==> config.mk <==
export PLATFORM = sky130hd
export DESIGN_NAME = display_scan_flat
export DESIGN_NICKNAME = d
export VERILOG_FILES = /design/src/rtl/display_scan_pkg.sv /design/src/rtl/display_scan_if.sv /design/src/rtl/display_scan_slot_timer.sv /design/src/rtl/display_scan.sv /design/src/flat_wrapper.sv
export SDC_FILE = /design/constraint.sdc
export NUM_CORES = 1
export LEC_CHECK = 0
export CAP_MARGIN = 0
export CORE_AREA = 2 2 98 100
export CTS_BUF_LIST = sky130_fd_sc_hd__clkbuf_4 sky130_fd_sc_hd__clkbuf_8
export DETAILED_ROUTE_END_ITERATION = 10
export DIE_AREA = 0 0 100 102
export GPL_TIMING_DRIVEN = 1
export PLACE_DENSITY = 0.77
export SETUP_SLACK_MARGIN = 0.2
export SYNTH_ARGS = -nofsm -noshare
export SYNTH_HDL_FRONTEND = slang
export SYNTH_SLANG_ARGS = --single-unit
==> constraint.sdc <==
create_clock -name clk -period 2.01 [get_ports clk]
set_input_delay 0.402 -clock clk [delete_from_list [all_inputs] [get_ports clk]]
set_output_delay 0.402 -clock clk [all_outputs]
set_load 0.1 [all_outputs]
==> src/rtl/display_scan_pkg.sv <==
// display_pkg: shared types and width helpers for the display scan controller.
//
// Contents:
//   slot_state_t     - slot FSM state (SLOT_GUARD: all digits off, SLOT_ON: digit lit)
//   DEFAULT_*        - default parameter values for an 8-digit, 100 MHz display
//   CNT_W / IDX_W    - counter widths for the default PRESCALE / N_DIGITS
//   width_for()      - width helper for modules built with non-default parameters
package display_pkg;

  typedef enum logic {
    SLOT_GUARD = 1'b0,
    SLOT_ON    = 1'b1
  } slot_state_t;

  localparam int DEFAULT_N_DIGITS = 8;
  localparam int DEFAULT_PRESCALE = 100000;
  localparam int DEFAULT_GUARD    = 1000;

  localparam int CNT_W = $clog2(DEFAULT_PRESCALE);
  localparam int IDX_W = $clog2(DEFAULT_N_DIGITS);

  // Same as $clog2, but never returns 0, so a counter for a single-valued
  // range (e.g. a one-digit display) still gets a legal one-bit vector.
  function automatic int width_for(input int count);
    return (count > 1) ? $clog2(count) : 1;
  endfunction

endpackage

==> src/rtl/display_scan_if.sv <==
// display_scan_if: bundles the host-side value/load controls and the
// display-side outputs of the scan controller.
//
// Signals:
//   value       4*N_DIGITS  value to display, nibble i -> digit i (digit 0 rightmost)
//   load        1           single-cycle strobe capturing value
//   lzb_en      1           leading-zero blanking enable
//   digitselect N_DIGITS    active-low digit enables, at most one low
//   nibble      4           hex nibble for the selected digit
//   blank       1           forces the downstream decoder off
//   frame_done  1           one-cycle pulse after each frame wrap
//
// Modports:
//   master - the parent / host driving value, load and lzb_en
//   slave  - the display_scan controller
interface display_scan_if
  import display_pkg::*;
#(
  parameter int N_DIGITS = DEFAULT_N_DIGITS
) ();

  logic [4*N_DIGITS-1:0] value;
  logic                  load;
  logic                  lzb_en;
  logic [N_DIGITS-1:0]   digitselect;
  logic [3:0]            nibble;
  logic                  blank;
  logic                  frame_done;

  modport master (
    output value, load, lzb_en,
    input  digitselect, nibble, blank, frame_done
  );

  modport slave (
    input  value, load, lzb_en,
    output digitselect, nibble, blank, frame_done
  );

endinterface

==> src/rtl/display_scan_slot_timer.sv <==
// slot_timer: digit-slot timebase for the display scan controller.
//
// cnt runs 0..PRESCALE-1 inside each digit slot; idx steps through the
// digits once per slot. The slot FSM sits in SLOT_GUARD for the first GUARD
// cycles of every slot and in SLOT_ON for the rest.
//
// Ports:
//   clk, reset_n  clock and asynchronous active-low reset
//   idx           current digit index (registered)
//   state         current slot state (registered)
//   slot_wrap     high in the last cycle of a slot
//   frame_wrap    high in the last cycle of the last digit's slot
module slot_timer
  import display_pkg::*;
#(
  parameter int N_DIGITS  = DEFAULT_N_DIGITS,
  parameter int PRESCALE  = DEFAULT_PRESCALE,
  parameter int GUARD     = DEFAULT_GUARD,
  localparam int CW       = width_for(PRESCALE),
  localparam int IW       = width_for(N_DIGITS)
) (
  input  logic          clk,
  input  logic          reset_n,
  output logic [IW-1:0] idx,
  output slot_state_t   state,
  output logic          slot_wrap,
  output logic          frame_wrap
);

  localparam logic [CW-1:0] CNT_LAST  = CW'(PRESCALE - 1);
  localparam logic [CW-1:0] CNT_GUARD = CW'(GUARD);
  localparam logic [IW-1:0] IDX_LAST  = IW'(N_DIGITS - 1);

  // Without a guard interval the FSM never leaves SLOT_ON, so it must
  // also come out of reset there.
  localparam slot_state_t STATE_RESET = (GUARD == 0) ? SLOT_ON : SLOT_GUARD;

  logic [CW-1:0] cnt_q, cnt_d;
  logic [IW-1:0] idx_q, idx_d;
  slot_state_t   state_q, state_d;

  // Next-state logic for the slot counter, digit index and slot FSM.
  // The FSM looks at the next count so that its state always matches
  // the count it is registered alongside.
  always_comb begin
    slot_wrap  = (cnt_q == CNT_LAST);
    frame_wrap = slot_wrap && (idx_q == IDX_LAST);

    cnt_d = slot_wrap ? '0 : cnt_q + CW'(1);

    idx_d = idx_q;
    if (slot_wrap) begin
      idx_d = (idx_q == IDX_LAST) ? '0 : idx_q + IW'(1);
    end

    state_d = state_q;
    case (state_q)
      SLOT_GUARD: begin
        if (cnt_d == CNT_GUARD) begin
          state_d = SLOT_ON;
        end
      end
      SLOT_ON: begin
        if (slot_wrap && (GUARD != 0)) begin
          state_d = SLOT_GUARD;
        end
      end
      default: state_d = STATE_RESET;
    endcase
  end

  // Timebase registers.
  always_ff @(posedge clk or negedge reset_n) begin
    if (!reset_n) begin
      cnt_q   <= '0;
      idx_q   <= '0;
      state_q <= STATE_RESET;
    end else begin
      cnt_q   <= cnt_d;
      idx_q   <= idx_d;
      state_q <= state_d;
    end
  end

  assign idx   = idx_q;
  assign state = state_q;

endmodule

==> src/rtl/display_scan.sv <==
// display_scan: time-multiplexing scan controller for an N_DIGITS-digit
// seven-segment display. Feeds an external hex-to-seven-segment decoder.
//
// A load stores value in a pending register; the pending value is moved
// into the displayed shadow copy only at a frame wrap, so a frame never
// mixes old and new digits. Each digit slot starts with an all-off guard
// interval against ghosting, and leading zeros may optionally be blanked.
//
// Ports:
//   clk, reset_n  clock and asynchronous active-low reset
//   bus (slave)   value/load/lzb_en in; digitselect/nibble/blank/frame_done out
//
// All outputs are registered and trail the internal timebase by one cycle.
module display_scan
  import display_pkg::*;
#(
  parameter int N_DIGITS = DEFAULT_N_DIGITS,
  parameter int PRESCALE = DEFAULT_PRESCALE,
  parameter int GUARD    = DEFAULT_GUARD
) (
  input  logic           clk,
  input  logic           reset_n,
  display_scan_if.slave  bus
);

  localparam int IW = width_for(N_DIGITS);
  localparam int VW = 4 * N_DIGITS;

  logic [IW-1:0] idx;
  slot_state_t   state;
  logic          unused_slot_wrap;
  logic          frame_wrap;

  slot_timer #(
    .N_DIGITS (N_DIGITS),
    .PRESCALE (PRESCALE),
    .GUARD    (GUARD)
  ) u_slot_timer (
    .clk        (clk),
    .reset_n    (reset_n),
    .idx        (idx),
    .state      (state),
    .slot_wrap  (unused_slot_wrap),
    .frame_wrap (frame_wrap)
  );

  logic [VW-1:0]       pending_q, pending_d;
  logic                pend_v_q, pend_v_d;
  logic [VW-1:0]       shadow_q, shadow_d;
  logic [N_DIGITS-1:0] digitselect_q, digitselect_d;
  logic [3:0]          nibble_q, nibble_d;
  logic                blank_q, blank_d;
  logic                frame_done_q, frame_done_d;

  logic [VW-1:0]       upper;
  logic                digit_blank;

  // Capture path. The last load before a frame wrap wins; a load landing
  // exactly on the wrap bypasses pending and is displayed in the very
  // next frame, leaving nothing pending behind it.
  always_comb begin
    pending_d = pending_q;
    pend_v_d  = pend_v_q;
    shadow_d  = shadow_q;

    if (bus.load) begin
      pending_d = bus.value;
      pend_v_d  = 1'b1;
    end

    if (frame_wrap) begin
      if (bus.load) begin
        shadow_d = bus.value;
        pend_v_d = 1'b0;
      end else if (pend_v_q) begin
        shadow_d = pending_q;
        pend_v_d = 1'b0;
      end
    end
  end

  // Digit selection and blanking. Shifting the shadow right by the current
  // digit leaves exactly nibbles idx..N_DIGITS-1, so the digit is a leading
  // zero when that remainder is zero. Digit 0 is always shown so that a
  // zero value still displays "0".
  always_comb begin
    upper       = shadow_q >> {idx, 2'b00};
    digit_blank = bus.lzb_en && (idx != '0) && (upper == '0);

    nibble_d      = upper[3:0];
    digitselect_d = '1;
    blank_d       = 1'b1;
    if ((state == SLOT_ON) && !digit_blank) begin
      digitselect_d[idx] = 1'b0;
      blank_d            = 1'b0;
    end

    frame_done_d = frame_wrap;
  end

  // Capture and output registers. Reset discards any pending load.
  always_ff @(posedge clk or negedge reset_n) begin
    if (!reset_n) begin
      pending_q     <= '0;
      pend_v_q      <= 1'b0;
      shadow_q      <= '0;
      digitselect_q <= '1;
      nibble_q      <= 4'h0;
      blank_q       <= 1'b1;
      frame_done_q  <= 1'b0;
    end else begin
      pending_q     <= pending_d;
      pend_v_q      <= pend_v_d;
      shadow_q      <= shadow_d;
      digitselect_q <= digitselect_d;
      nibble_q      <= nibble_d;
      blank_q       <= blank_d;
      frame_done_q  <= frame_done_d;
    end
  end

  assign bus.digitselect = digitselect_q;
  assign bus.nibble      = nibble_q;
  assign bus.blank       = blank_q;
  assign bus.frame_done  = frame_done_q;

endmodule

==> src/flat_wrapper.sv <==
// flat-port wrapper written by rule: the top's interface ports become plain ports
module display_scan_flat import display_pkg::*;
#(
  parameter int N_DIGITS = DEFAULT_N_DIGITS,
  parameter int PRESCALE = DEFAULT_PRESCALE,
  parameter int GUARD    = DEFAULT_GUARD
)
  (clk, reset_n, bus_value, bus_load, bus_lzb_en, bus_digitselect, bus_nibble, bus_blank, bus_frame_done);
  display_scan_if #(.N_DIGITS(N_DIGITS)) bus_i ();
  input  logic clk;
  input  logic reset_n;
  input wire logic [$bits(bus_i.value)-1:0] bus_value;
  input wire logic [$bits(bus_i.load)-1:0] bus_load;
  input wire logic [$bits(bus_i.lzb_en)-1:0] bus_lzb_en;
  output wire logic [$bits(bus_i.digitselect)-1:0] bus_digitselect;
  output wire logic [$bits(bus_i.nibble)-1:0] bus_nibble;
  output wire logic [$bits(bus_i.blank)-1:0] bus_blank;
  output wire logic [$bits(bus_i.frame_done)-1:0] bus_frame_done;
  assign bus_i.value = bus_value;
  assign bus_i.load = bus_load;
  assign bus_i.lzb_en = bus_lzb_en;
  assign bus_digitselect = bus_i.digitselect;
  assign bus_nibble = bus_i.nibble;
  assign bus_blank = bus_i.blank;
  assign bus_frame_done = bus_i.frame_done;
  display_scan #(.N_DIGITS(N_DIGITS), .PRESCALE(PRESCALE), .GUARD(GUARD)) u_core (.clk(clk), .reset_n(reset_n), .bus(bus_i));
endmodule
# --- Word-level counts from Yosys, hierarchy flattened ---
# Index checks and enable logic that the tools add are counted.
totals:
  ff_bits: 100
  latchBits: 0
  ramBits: 0
  rom_bits: 0
  inputBits: 36
  out_inout_bits: 14
  elab_cells: 45
  mem_count: 0
op_classes:
  addsub: 2
  mul: 0
  div: 0
  order_cmp: 2
  n_eq_ne: 3
  shifts: 1
  n_mux: 15
  n_bitwise: 2
  reduce_logical: 10
op_table:
  columns: ["op", "n"]
  rows:
  - ["32-bit two-way mux", 2]
  - ["32-bit logical NOT", 1]
  - ["32-bit by 5-bit >> shifter with 32-bit output", 1]
  - ["17-bit by 1-bit adder with 17-bit output, second input constant", 1]
  - ["17-bit by 10-bit == test with 1-bit output, second input constant", 1]
  - ["17-bit == test, second input constant", 1]
  - ["17-bit two-way mux", 1]
  - ["1-bit two-way mux", 8]
  - ["8-bit two-way mux", 1]
  - ["8-bit inverter", 1]
  - ["1-bit logical AND", 5]
  - ["3-bit by 4-bit less-than comparator with 1-bit output, second input constant", 1]
  - ["3-bit by 1-bit adder with 3-bit output, second input constant", 1]
  - ["1-bit demux with 3-bit select", 1]
  - ["3-bit == test, second input constant", 1]
  - ["3-bit by 1-bit greater-or-equal comparator with 1-bit output, second input constant", 1]
  - ["3-bit two-way mux", 1]
  - ["3-bit nonzero test", 1]
  - ["1-bit case mux with 2 select lines", 1]
  - ["2-bit AND reduction", 1]
  - ["2-bit nonzero test", 1]
  - ["1-bit logical NOT", 1]
  - ["1-bit inverter", 1]

# --- Logic depth before layout (Yosys ltp) ---
logic_depth:
  word_depth: 6
  depth_mapped: 9

# --- Cells and area by module ---
# From an unflattened synthesis, not the netlist that was laid out.
hier_totals:
  cells_unflattened: 346
  area_unflattened_um2: 4504.3
by_module_without_submodules:
  columns: ["module", "instances", "cells_per_inst", "area_per_inst_um2", "seq_area_each_um2"]
  rows:
  - ["display_scan", 1, 236, 3380.7, 1988.2]
  - ["slot_timer", 1, 110, 1123.6, 525.5]

# --- Worst setup path before layout ---
# OpenSTA, ideal clock, no wires.
synth_path:
  kind: "reg-to-reg"
  startpoint: "register u_core.u_slot_timer.cnt_q[1]"
  endpoint: "register u_core.shadow_q[0]"
  setup_ps: 125
  t_arrival_ps: 1989
  t_required_ps: 1885
  setup_slack_ps: -104
  path_stages_with_launch: 10
  path_buffers: 3
  path_cell_list: "dfrtp_1 > ha_1 > buf_2 > and4_1 > and4_1 > buf_6 > and2_4 > o21ai_4 > buf_12 > mux2_4"
synth_via:
  elab_chain_len: 3
synth_lines:
  columns: ["item", "line", "text"]
  rows:
  - ["start: declaration", "display_scan_slot_timer.sv:38", "logic [CW-1:0] cnt_q, cnt_d;"]
  - ["start signal: assignment", "display_scan_slot_timer.sv:79", "cnt_q <= cnt_d;"]
  - ["17-bit == test", "display_scan_slot_timer.sv:46", "slot_wrap = (cnt_q == CNT_LAST);"]
  - ["1-bit logical AND", "display_scan_slot_timer.sv:47", "frame_wrap = slot_wrap && (idx_q == IDX_LAST);"]
  - ["named net u_core.frame_done_d", "display_scan.sv:53", "logic frame_done_q, frame_done_d;"]
  - ["2-bit AND reduction (no line)", null, null]
  - ["end signal: assignment", "display_scan.sv:114", "shadow_q <= shadow_d;"]
  - ["end: declaration", "display_scan.sv:49", "logic [VW-1:0] shadow_q, shadow_d;"]
# The timed path passes the listed nets, and every way through them passes these cells.
# A chain may end at the register's enable or synchronous reset.

# --- Worst setup path in the final report ---
layout_path:
  startpoint: "register u_core.u_slot_timer.idx_q[0], in the netlist u_core.u_slot_timer.idx[0]"
  endpoint: "register u_core.digitselect_q[1], in the netlist u_core.bus.digitselect[1]"
layout_via:
  elab_chain_len: 6
  elab_cells_between_ends: 14
  cone_classes: "order compare (2); shift (1); mux (3); bitwise (1); reduce/logical (7)"
layout_lines:
  columns: ["item", "line", "text"]
  rows:
  - ["start: declaration", "display_scan_slot_timer.sv:39", "logic [IW-1:0] idx_q, idx_d;"]
  - ["start signal: assignment", "display_scan_slot_timer.sv:80", "idx_q <= idx_d;"]
  - ["32-bit by 5-bit >> shifter with 32-bit output, or another cell as far along", "display_scan.sv:87", "upper = shadow_q >> {idx, 2'b00};"]
  - ["32-bit logical NOT, or another cell as far along", "display_scan.sv:88", "digit_blank = bus.lzb_en && (idx != '0) && (upper == '0);"]
  - ["1-bit logical AND / 1-bit two-way mux (equally long branches)", "display_scan.sv:88, display_scan.sv:94", null]
  - ["1-bit logical NOT / 1-bit demux with 3-bit select (equally long branches)", null, null]
  - ["1-bit logical AND / 8-bit inverter (equally long branches)", null, null]
  - ["8-bit two-way mux (*)", "display_scan.sv:93", "if ((state == SLOT_ON) && !digit_blank) begin"]
  - ["named net u_core.digitselect_d[1]", "display_scan.sv:50", "logic [N_DIGITS-1:0] digitselect_q, digitselect_d;"]
  - ["end signal: assignment", "display_scan.sv:115", "digitselect_q <= digitselect_d;"]
  - ["end: declaration", "display_scan.sv:50", null]
# Mark *: on every way through the listed nets, which the timed path passes. The rest lies on a longest branch.

==> impl_metrics.yaml <==
power_and_ir_drop:
  irDropWorstVdd_mv: 0.314
  leakage_nw: 2.77
  power.density_nw_per_um2: 587
  total_power_mw: 3.58
cts:
  cts-root-buf: "clkbuf_8"
  clock_latency_ns: 0.38
  cts_sinks: 100
  cts_tree: "yes"
  cts.path.max_buffers: 2
  cts-buffers-inserted: 9
  path_clk_slew_ns: 0.10
  cts_max_level: 3
global_route:
  grt_pass1_vias: 3391
  antenna_found_initial: 0
  grt_max_degree: 83
  grt_pass1_wl_um: 16700
  overflow: 0
  track_usage_pct: 21.0
logic_synthesis:
  synth_area_leaders: "dfrtp_1 48%, mux2_4 9.4%, mux2_2 9.2%"
  synth-seq-area-share_pct: 52.6
  yosysWarnings: 0
  synth_seq_cells: 100
  syn-num-nets: 404
  async_flop_share_pct: 100
  synth_ff_type: "dfrtp_1"
  synth_cells: 364
  yosysTopAreaCellShare_pct: 47.7
  synth_edf_count: 0
  synth_top_area_cell: "dfrtp_1"
  syn_avg_cell_area_um2: 13.1
  synth_cell_types: 56
  syn_area_um2: 4780
sta:
  drv_slew: 0
  setup_viol: 0
  worstMarginPinSlew_ns: 0.521
  fin_skew_ns: 0.0206
  period_minus_slack_ns: 1.93
  finalHoldViolCount: 0
  grt_setup_unrepaired: "true"
  relSlewSlack_pct: 64.9
  fmax_ghz: 0.519
  fin_crit_sh_pct: 95.8
routing:
  wire_per_inst_um: 18.0
  routed_wl_um: 10300
  drc: 0
  dr.pass1.iters: 4
  ant_nets: 0
  vias: 3269
  drtIter0Drc: 193
  vias_per_cell: 5.72
floorplanning:
  die-area_um2: 10200
  start_util_pct: 52.4
  die_x_um: 100
  core-area_um2: 9110
  io_pins: 50
  fp.dieH_um: 102
  rows: 35
critical_path:
  crit_fanout: 8
  worstSetupPathType: "reg2reg"
  cp-start-kind: "flop"
  critPathLaunch: "u_core.u_slot_timer.idx[0]"
  crit_required_ns: 2.29
  crit_arrival_ns: 2.20
  critPathMaxStageDelay_ns: 0.58
  crit_slowest_cell: "mux4_2"
  r2r_start: "u_core.u_slot_timer.idx[0]"
  crit_path_end_kind: "flop"
  crit_chain: "mux4_2, nor2_4, a221o_1, nand4_4, o211ai_1"
cells_and_area:
  syn_to_final_growth_pct: 27.4
  num-fill-cells: 653
  stdcell_count: 572
  drive_above_1_share_pct: 40.8
  final_common_cell: "dfrtp_1"
  final_cell_mix: "89 x dfrtp_1, 48 x buf_4, 39 x mux2_2"
  diodes: 0
  nNetsFinal: 496
placement:
  dp_hpwl_um: 7220
  place_congestion: 0.863
  placed_cells: 541
  portBuffers: 49
worst_hold_path:
  hp-class: "in2async"
flow_run:
  drv_cap: 0
status:
  status: "finished clean"
[critical path: cells and delay by family, from the launching register on]
family           cells  cell delay [ns]
multiplexers         1             0.58
AO/OA/AOI/OAI        2             0.46
AND/OR/NAND/NOR      2             0.30
flip-flops           1             0.49
[per-stage QoR]
step / util [%] / instance area [µm²] / TNS, ns / worst slack [ns] / hold WS, ns
3_3_place_gp: 62.4 / 5690 / 0 / 0.00240 / 0.294
2_1_floorplan: - / 4800 / -1.20 / -0.0400 / 0.106
6_report: 66.8 / 6090 / 0 / 0.0837 / 0.454
4_1_cts: 65.4 / 5960 / 0 / 0.122 / 0.441
5_1_grt: 66.8 / 6090 / -0.148 / -0.0567 / 0.461
3_5_place_dp: 62.4 / 5690 / -0.496 / -0.0431 / 0.295
[state kept, by name, summed over array words and instances, names as in the netlist]
name	cells
u_core.u_slot_timer.state	1
u_core.bus.nibble	4
u_core.bus.frame_done	1
u_core.shadow_q	32
u_core.u_slot_timer.cnt_q	17
u_core.u_slot_timer.idx	3
u_core.bus.blank	1
u_core.bus.digitselect	8
u_core.pending_q	32
u_core.pend_v_q	1
[layer usage]
layer  track usage, %  vias up  routed length [µm]
met5                0        -                   0
met4             7.80        0                 150
met2             33.5       84                4970
li1                 -     1520                   -
met1             29.4     1652                4750
met3             3.56       13                 433
[path summary, 6_finish.rpt]
kind | depth (start not counted) | slack (ns) | end
max | 5 | 0.08 | u_core.bus.digitselect[1]
min | 2 | 0.45 | u_core.u_slot_timer.cnt_q[0]
max reg2reg | 5 | 0.08 | u_core.bus.digitselect[1]
min reg2reg | 1 | 0.51 | u_core.pending_q[22]
max in group asynchronous | 3 | 0.86 | u_core.bus.frame_done
min in group clk | 1 | 0.51 | u_core.pending_q[22]
[cells by family after synthesis]
family          after synthesis  share of synthesized area, %
mux                          79                          21.8
flops                       100                          52.6
fa+ha+maj                     4                          1.05
buf+inv                      25                          3.82
simple gates                104                          12.7
compound gates               37                          5.32
xor+xnor                     15                          2.75
[cells in the mapped netlist, types with 2 or more instances]
library cell	instances
nand4_1	11
mux4_2	4
and4_1	4
buf_12	3
nor2b_1	3
dfrtp_1	91
dfstp_2	9
o21ai_1	2
mux2_4	30
nor3_1	2
xnor2_1	8
nand2_1	19
buf_4	3
or2_2	2
buf_6	3
o2111ai_1	2
or3_1	3
xor2_1	7
nand3_1	15
clkbuf_1	6
a21oi_1	2
and3_1	3
nor4_1	8
nor2_1	19
ha_1	4
and4b_1	2
buf_2	5
inv_1	4
o21ai_0	16
or4_1	2
mux2_2	39
a221o_1	2
o211ai_1	3
mux2i_1	6
[power breakdown]
group	internal, mW	switching (mW)	leakage, nW
combinational	0.132	0.100	1.41
clock	0.509	0.743	0.0958
sequential	2.07	0.0177	1.27
[area by class of cell]
class,instances,area [µm²],area share (%)
multi-input combinational,239,2160,35.4
clock inverter,6,53.8,0.884
sequential,100,2520,41.3
inverter,4,15.0,0.247
tap,111,139,2.28
timing repair buffer,102,1070,17.6
clock buffer,10,138,2.26
[timing repair]
action / CTS / global route
endpoints found under the setup margin: 42 / 44
hold endpoints to repair: 10 / 0
gates cloned: 0 / 1
hold buffers: 1 / 0
gates resized for setup: 7 / 11
pin swaps: 7 / 11
setup buffers: 6 / 7
No activity file was read; power rests on OpenSTA's default activity.
